===== src/rtl/bcd_pkg.sv =====
// Shared types, constants and helpers for the serial BCD adder/subtractor.
package bcd_pkg;

  typedef enum logic {
    IDLE = 1'b0,
    RUN  = 1'b1
  } state_t;

  localparam logic [3:0] BCD_NINE = 4'd9;
  localparam logic [3:0] BCD_SIX  = 4'd6;

  // True when the nibble is a legal decimal digit (0..9).
  function automatic logic is_bcd(input logic [3:0] nibble);
    return nibble <= BCD_NINE;
  endfunction

endpackage


===== src/rtl/bcd_digit_add.sv =====
// Combinational single-digit BCD adder with optional nines' complement of b_d.
// Binary ripple sum first, then +6 correction whenever the raw sum exceeds 9.
module bcd_digit_add
  import bcd_pkg::*;
(
  input  logic [3:0] a_d,
  input  logic [3:0] b_d,
  input  logic       c,
  input  logic       sub,
  output logic [3:0] s_d,
  output logic       c_out,
  output logic       invalid
);

  logic [3:0] b_x;
  logic [3:0] t_lo;
  logic [4:0] cy;
  logic       t_gt9;

  // Nines' complement wraps mod 16 for illegal digits; the result is then
  // meaningless but still well defined.
  assign b_x   = sub ? (BCD_NINE - b_d) : b_d;
  assign cy[0] = c;

  for (genvar i = 0; i < 4; i++) begin : g_fa
    bcd_fa u_fa (
      .a_i(a_d[i]),
      .b_i(b_x[i]),
      .c_i(cy[i]),
      .s_o(t_lo[i]),
      .c_o(cy[i+1])
    );
  end

  // Five-bit raw sum {cy[4], t_lo} is greater than 9.
  assign t_gt9   = cy[4] | (t_lo[3] & (t_lo[2] | t_lo[1]));
  assign s_d     = t_gt9 ? (t_lo + BCD_SIX) : t_lo;
  assign c_out   = t_gt9;
  assign invalid = !is_bcd(a_d) || !is_bcd(b_d);

endmodule


===== src/rtl/bcd_fa.sv =====
// One-bit full-adder cell used to build the digit adder ripple chain.
module bcd_fa (
  input  logic a_i,
  input  logic b_i,
  input  logic c_i,
  output logic s_o,
  output logic c_o
);

  assign s_o = a_i ^ b_i ^ c_i;
  assign c_o = (a_i & b_i) | (c_i & (a_i ^ b_i));

endmodule


===== src/rtl/bcd_serial_addsub.sv =====
// Digit-serial BCD adder/subtractor: one digit per clock, LS digit first,
// through a single shared bcd_digit_add slice, with start/done handshake.
module bcd_serial_addsub
  import bcd_pkg::*;
#(
  parameter int DIGITS = 4,
  parameter bit SUB_EN = 1'b1
) (
  input  logic                clk,
  input  logic                rst,
  input  logic                start,
  output logic                in_ready,
  input  logic [4*DIGITS-1:0] a,
  input  logic [4*DIGITS-1:0] b,
  input  logic                cin,
  input  logic                sub,
  output logic                busy,
  output logic                done,
  output logic [4*DIGITS-1:0] sum,
  output logic                cout,
  output logic                err
);

  localparam int W  = 4 * DIGITS;
  localparam int CW = (DIGITS > 1) ? $clog2(DIGITS) : 1;

  state_t         state_q;
  logic [W-1:0]   a_q;
  logic [W-1:0]   b_q;
  logic [W-1:0]   res_q;
  logic [W-1:0]   res_d;
  logic [CW-1:0]  cnt_q;
  logic           c_q;
  logic           sub_q;
  logic           err_acc_q;
  logic           last_digit;

  logic [3:0]     s_d;
  logic           c_out;
  logic           invalid;

  bcd_digit_add u_digit (
    .a_d    (a_q[3:0]),
    .b_d    (b_q[3:0]),
    .c      (c_q),
    .sub    (sub_q),
    .s_d    (s_d),
    .c_out  (c_out),
    .invalid(invalid)
  );

  // New digit enters at the top; after DIGITS shifts digit 0 sits in [3:0].
  if (DIGITS == 1) begin : g_res_one
    assign res_d = s_d;
  end else begin : g_res_many
    assign res_d = {s_d, res_q[W-1:4]};
  end

  assign last_digit = (cnt_q == CW'(DIGITS - 1));
  assign in_ready   = ~busy;

  // Control FSM, operand/result shift registers and registered outputs.
  // NOTE: every register here uses <= so all updates see pre-edge values;
  // blocking assignments would let later lines read already-updated state.
  always_ff @(posedge clk or posedge rst) begin
    if (rst) begin
      state_q   <= IDLE;
      a_q       <= '0;
      b_q       <= '0;
      res_q     <= '0;
      cnt_q     <= '0;
      c_q       <= 1'b0;
      sub_q     <= 1'b0;
      err_acc_q <= 1'b0;
      busy      <= 1'b0;
      done      <= 1'b0;
      sum       <= '0;
      cout      <= 1'b0;
      err       <= 1'b0;
    end else begin
      done <= 1'b0;
      case (state_q)
        IDLE: begin
          if (start) begin
            a_q       <= a;
            b_q       <= b;
            c_q       <= cin;
            sub_q     <= SUB_EN ? sub : 1'b0;
            err_acc_q <= 1'b0;
            cnt_q     <= '0;
            busy      <= 1'b1;
            state_q   <= RUN;
          end
        end
        RUN: begin
          a_q       <= a_q >> 4;
          b_q       <= b_q >> 4;
          c_q       <= c_out;
          res_q     <= res_d;
          err_acc_q <= err_acc_q | invalid;
          cnt_q     <= cnt_q + 1'b1;
          if (last_digit) begin
            sum     <= res_d;
            cout    <= c_out;
            err     <= err_acc_q | invalid;
            done    <= 1'b1;
            busy    <= 1'b0;
            state_q <= IDLE;
          end
        end
        default: state_q <= IDLE;
      endcase
    end
  end

endmodule


===== config.mk =====
export PLATFORM = sky130hd
export DESIGN_NAME = bcd_serial_addsub
export DESIGN_NICKNAME = d
export VERILOG_FILES = /design/src/rtl/bcd_pkg.sv /design/src/rtl/bcd_digit_add.sv /design/src/rtl/bcd_fa.sv /design/src/rtl/bcd_serial_addsub.sv
export SDC_FILE = /design/constraint.sdc
export NUM_CORES = 1
export LEC_CHECK = 0
export CORE_AREA = 2 2 118 120
export DETAILED_ROUTE_END_ITERATION = 8
export DIE_AREA = 0 0 120 122
export PLACE_DENSITY = 0.44
export SYNTH_ARGS = -nofsm -noshare
export SYNTH_HDL_FRONTEND = slang
export SYNTH_SLANG_ARGS = --single-unit

===== constraint.sdc =====
create_clock -name clk -period 3 [get_ports clk]
set_input_delay 0.6 -clock clk [delete_from_list [all_inputs] [get_ports clk]]
set_output_delay 0.6 -clock clk [all_outputs]
set_load 0.01 [all_outputs]

Word level (Yosys, flattened, before mapping)
Cells that the tools add are included.
- flip-flop bits (word level): 74
- bits of input ports: 37
- output and inout port bits: 21
- word-level logic and storage cells: 73
- add/subtract/negate cells: 3
- $lt $le $gt $ge: 2
- eq/ne operators: 3
- mux-type cells: 20
- bitwise gates (word level): 26
- reduce and logical (&&, ||, !) cells: 6
- operators by type and width (operator ; number):
    16-bit one-hot mux with 2 select lines ; 2
    16-bit two-way mux ; 2
    1-bit bitwise AND ; 9
    4-bit less-or-equal comparator (second input constant) ; 2
    1-bit two-way mux ; 8
    4-bit two-way mux ; 2
    1-bit one-hot mux with 2 select lines ; 4
    1-bit bitwise XOR ; 8
    1-bit bitwise OR ; 7
    2-bit AND reduction ; 3
    4-bit by 3-bit adder with 4-bit output (second input constant) ; 1
    2-bit one-hot mux with 2 select lines ; 1
    4-bit subtractor (first input constant) ; 1
    2-bit by 1-bit adder with 2-bit output (second input constant) ; 1
    2-bit equality test (second input constant) ; 1
    1-bit logical NOT ; 2
    2-bit two-way mux ; 1
    2-bit by 1-bit inequality test with 1-bit output (second input constant) ; 1
    2-bit inequality test (second input constant) ; 1
    1-bit NOT ; 2
    1-bit logical OR ; 1

Depth between registers and ports, before layout
- depth after elaboration: 13
- mapped depth: 10
- gate-level depth less buffers: 10

Modules after synthesis
A second synthesis with hierarchy kept.
- cells, all modules: 253
- area total of the unflattened synthesis: 3164.3 µm²
- by module, submodules not included (module ; instances ; cells each ; area an instance (µm²) ; seq. area each (µm²)):
    bcd_serial_addsub ; 1 ; 224 ; 2919.0 ; 1751.7
    bcd_digit_add ; 1 ; 25 ; 165.2 ; 0.0
    bcd_fa ; 4 ; 1 ; 20.0 ; 0.0

Worst setup path after synthesis
No wires, ideal clock.
- path type: register to register
- start point: reg sub_q
- end point: reg res_q[14]
- library setup time: 0.082 ns
- arrival time: 2.619 ns
- setup slack: 0.299 ns
- stages on the path, launching flop included: 10
- path buffers: 0
- period minus slack after synthesis: 2.701 ns
- cell sequence: dfrtp_1 -> xnor2_1 -> fa_1 -> inv_1 -> fa_1 -> fa_1 -> fa_1 -> nor2b_4 -> or3_4 -> a31oi_1
- word-level cells in the longest chain between the ends: 12
- elaborated cells on any way between the ends: 26
- those cells by class: add/sub: 1; mux: 2; bitwise: 23
- ends and longest elaborated chain (item ; line ; source):
    start: declaration ; bcd_serial_addsub.sv:34 ; logic sub_q;
    start signal: assignment ; bcd_serial_addsub.sv:88 ; sub_q <= SUB_EN ? sub : 1'b0;
    4-bit two-way mux (*) ; bcd_digit_add.sv:22 ; assign b_x = sub ? (BCD_NINE - b_d) : b_d;
    1-bit bitwise XOR ; bcd_fa.sv:10, bcd_fa.sv:11 ;
    1-bit bitwise AND ; bcd_fa.sv:11 ; assign c_o = (a_i & b_i) | (c_i & (a_i ^ b_i));
    1-bit bitwise OR ; bcd_fa.sv:11 ;
    1-bit bitwise AND ; bcd_fa.sv:11 ;
    1-bit bitwise OR ; bcd_fa.sv:11 ;
    1-bit bitwise AND ; bcd_fa.sv:11 ;
    1-bit bitwise OR ; bcd_fa.sv:11 ;
    1-bit bitwise AND / 1-bit bitwise XOR (equally long branches) ; bcd_fa.sv:11, bcd_fa.sv:10 ;
    1-bit bitwise OR / 1-bit bitwise AND (equally long branches) ; bcd_fa.sv:11, bcd_digit_add.sv:36 ;
    1-bit bitwise OR ; bcd_digit_add.sv:36 ; assign t_gt9 = cy[4] | (t_lo[3] & (t_lo[2] | t_lo[1]));
    4-bit two-way mux (*) ; bcd_digit_add.sv:37 ; assign s_d = t_gt9 ? (t_lo + BCD_SIX) : t_lo;
    end signal: assignment ; bcd_serial_addsub.sv:99 ; res_q <= res_d;
    end: declaration ; bcd_serial_addsub.sv:30 ; logic [W-1:0] res_q;
Every way passes the cells marked *; elsewhere a longest branch is shown, timed or not.
A chain may end at the register's enable or synchronous reset.

Final worst setup path
- start point: reg b_q[0]
- end point: reg res_q[14]
- word-level cells in the longest chain between the ends: 13
- elaborated cells on any way between the ends: 27
- those cells by class: add/sub: 2; mux: 2; bitwise: 23
- ends and longest elaborated chain (item ; line ; source):
    start: declaration ; bcd_serial_addsub.sv:29 ; logic [W-1:0] b_q;
    start signal: assignment ; bcd_serial_addsub.sv:97 ; b_q <= b_q >> 4;
    4-bit subtractor ; bcd_digit_add.sv:22 ;
    4-bit two-way mux (*) ; bcd_digit_add.sv:22 ;
    1-bit bitwise XOR ; bcd_fa.sv:10, bcd_fa.sv:11 ;
    1-bit bitwise AND ; bcd_fa.sv:11 ;
    1-bit bitwise OR ; bcd_fa.sv:11 ;
    1-bit bitwise AND ; bcd_fa.sv:11 ;
    1-bit bitwise OR ; bcd_fa.sv:11 ;
    1-bit bitwise AND ; bcd_fa.sv:11 ;
    1-bit bitwise OR ; bcd_fa.sv:11 ;
    1-bit bitwise AND / 1-bit bitwise XOR (equally long branches) ; bcd_fa.sv:11, bcd_fa.sv:10 ;
    1-bit bitwise OR / 1-bit bitwise AND (equally long branches) ; bcd_fa.sv:11, bcd_digit_add.sv:36 ;
    1-bit bitwise OR ; bcd_digit_add.sv:36 ;
    4-bit two-way mux (*) ; bcd_digit_add.sv:37 ;
Marked as above.

==> impl_metrics.env <==
export IMPL_ys_seq_area_frac=0.555
export IMPL_synth_edf_count=0
export IMPL_clk_pin_slew_ns=0.06
export IMPL_core_um2=13500
export IMPL_syn_to_final_growth_pct=31.7
export IMPL_status="finished clean"
export IMPL_maxSlewHeadroom=0.537
export IMPL_worstSetupPathType="reg2reg"
export IMPL_postCtsHoldBufs=0
export IMPL_drt_antenna_violating_nets=0
export IMPL_first_global_vias=2282
export IMPL_async_reset_ff_frac=1.00
export IMPL_final_common_cell="nand2_1"
export IMPL_postCtsSetupRepairBufs=0
export IMPL_synth_cells=292
export IMPL_die_width_um=120
export IMPL_cts_buffer_depth=2
export IMPL_totalPowerFinal_mw=4.59
export IMPL_powerDensity_nw_per_um2=1100
export IMPL_maxSlewViolCount=0
export IMPL_rows=43
export IMPL_syn_num_nets=337
export IMPL_grt_max_degree=73
export IMPL_vias_per_cell=4.10
export IMPL_netlist_top_cell_by_area="dfrtp_1"
export IMPL_critPathRequiredTime_ns=3.25
export IMPL_totalWireLength_um=6700
export IMPL_die_y_um=122
export IMPL_max_freq_ghz=0.352
export IMPL_clk_latency_ns=0.33
export IMPL_finalHoldViolCount=0
export IMPL_ys_warn_count=0
export IMPL_grtUsageMet2=0.164
export IMPL_placed_cells=518
export IMPL_hold_path_class="reg2reg"
export IMPL_min_period_ns=2.84
export IMPL_cts_inserted_buffers=9
export IMPL_gp_congestion=0.740
export IMPL_synth_top_cells_by_area="dfrtp_1 56%, mux2i_1 10%, nand2_1 8.4%, o21ai_0 3.6%, mux2_2 2.9%"
export IMPL_track_usage=0.101
export IMPL_hold_worst_slack_ns=0.470
export IMPL_setup_tns_ns=0
export IMPL_worst_r2r_startpoint="b_q[0]"
export IMPL_cp_arrival_ns=3.09
export IMPL_io_pins=58
export IMPL_htree_levels=3
export IMPL_cp_startpoint="b_q[0]"
export IMPL_min_period_over_period=0.948
export IMPL_cap_viol_max_count=0
export IMPL_setup_viol=0
export IMPL_drc_errors=0
export IMPL_cp_start_kind="register"
export IMPL_n_antenna_cell=0
export IMPL_gr_total_overflow=0
export IMPL_num_nets_final=394
export IMPL_die_area_um2=14600
export IMPL_ctsResizeCount=0
export IMPL_initial_core_util=0.234
export IMPL_fill_cells=1408
export IMPL_drive_above_1_share=0.110
export IMPL_hp_start="sum[5]"
export IMPL_met3_usage=0.0426
export IMPL_postSynthAreaPerCell_um2=10.8
export IMPL_worst_pin_slew_ns=0.694
export IMPL_synth_seq_cells=70
export IMPL_grt_pass1_wl_um=11500
export IMPL_drtPass1Iterations=4
export IMPL_drtIter0Drc=99
export IMPL_grt_busiest_layer="met2"
export IMPL_layout_cells_non_filler=534
export IMPL_cp_max_fo=5
export IMPL_clkSinkCount=70
export IMPL_antenna_found_initial=0
export IMPL_gr_usage_met1=0.121
export IMPL_numPortBuffers=57
export IMPL_wl_per_cell_um=12.5
export IMPL_final_cell_mix="71 x nand2_1, 69 x dfrtp_1, 56 x clkdlybuf4s50_1"
export IMPL_fin_worst_skew_ns=0.00436
export IMPL_rsz0062_at_grt="no"
export IMPL_cp_end_kind="register"
export IMPL_cts_tree="done"
export IMPL_synth_ff_type="dfrtp_1"
export IMPL_leakagePower_nw=1.91
export IMPL_root_buffer="clkbuf_16"
export IMPL_ir_worst_vdd_mv=0.456
export IMPL_synth_distinct_cells=34
export IMPL_synth_top_area_frac=0.555
export IMPL_vias=2189
export IMPL_synth_area_um2=3150
export IMPL_place_hpwl_um=4610
==> path summary, 6_finish.rpt <==
check / end / slack [ns] / cells past startpoint
hold reg to reg: sum[5] / 0.47 / 2
setup reg to reg: res_q[14] / 0.16 / 9
min in group asynchronous: busy / 0.71 / 2
max in group asynchronous: sub_q / 1.63 / 3
setup / recovery: res_q[14] / 0.16 / 9
hold / removal: sum[5] / 0.47 / 2
==> power by group <==
| group | leakage [nW] | internal (mW) | switching, mW |
|---|---|---|---|
| registers | 0.887 | 1.35 | 0.270 |
| logic | 0.875 | 0.963 | 0.996 |
| clock network | 0.148 | 0.621 | 0.386 |
| total | 1.91 | 2.94 | 1.65 |
==> layer usage <==
layer	vias up	routed length (um)
met5	-	0
met4	0	82
met3	8	462
met2	57	3220
met1	1035	2930
li1	1089	-
==> area by class of cell <==
class                   instances  area (um^2)  area share
flip-flops and latches         70         1750       0.422
clock buffers                  12          267      0.0642
multi-input cells             195         1240       0.298
repair buffers                 61          608       0.146
well taps                     180          225      0.0542
inverters                      12         45.0      0.0108
clock inverters                 4         20.0     0.00482
==> Yosys cell counts (2+ instances only) <==
library cell and count:
nand2_1 71, buf_6 5, a31oi_1 3, nor2_1 18, o21ai_0 23, o21a_1 2
xnor2_1 2, mux2i_1 32, dfrtp_1 70, inv_1 9, nand3_1 2, fa_1 4
inv_2 3, mux2_2 8, clkbuf_1 2, a21oi_1 5, buf_4 6, o21ai_1 8
ha_1 4
==> stage by stage <==
step,worst slack [ns],cell area (um^2),util
after floorplan,0.299,3150,-
after global placement,0.194,3870,0.286
after detailed placement,0.169,3870,0.286
after CTS,0.161,4150,0.308
after global routing,0.0175,4150,0.308
final,0.157,4150,0.308
==> cell families after synthesis <==
kind of cell    Yosys count  synth area share
simple gates             96             0.124
flops                    70             0.555
compound gates           49            0.0908
mux                      40             0.130
buf+inv                  27            0.0528
fa+ha+maj                 8            0.0413
xor+xnor                  2           0.00555
==> critical path, cell delays in order, from the launching register on <==
cell and delay, ns:
dfrtp_1 0.41, xnor2_1 0.20, fa_1 0.20, inv_1 0.05, fa_1 0.37, fa_1 0.40
fa_1 0.48, nor2b_4 0.16, or3_4 0.33, a31oi_1 0.17
==> registers in the layout, summed over array words and instances, names as in the netlist, 2 cells and up <==
signal / flops
a_q: 16
b_q: 16
sum: 16
res_q: 12
cnt_q: 2
Power figures use the tool's default switching activity.
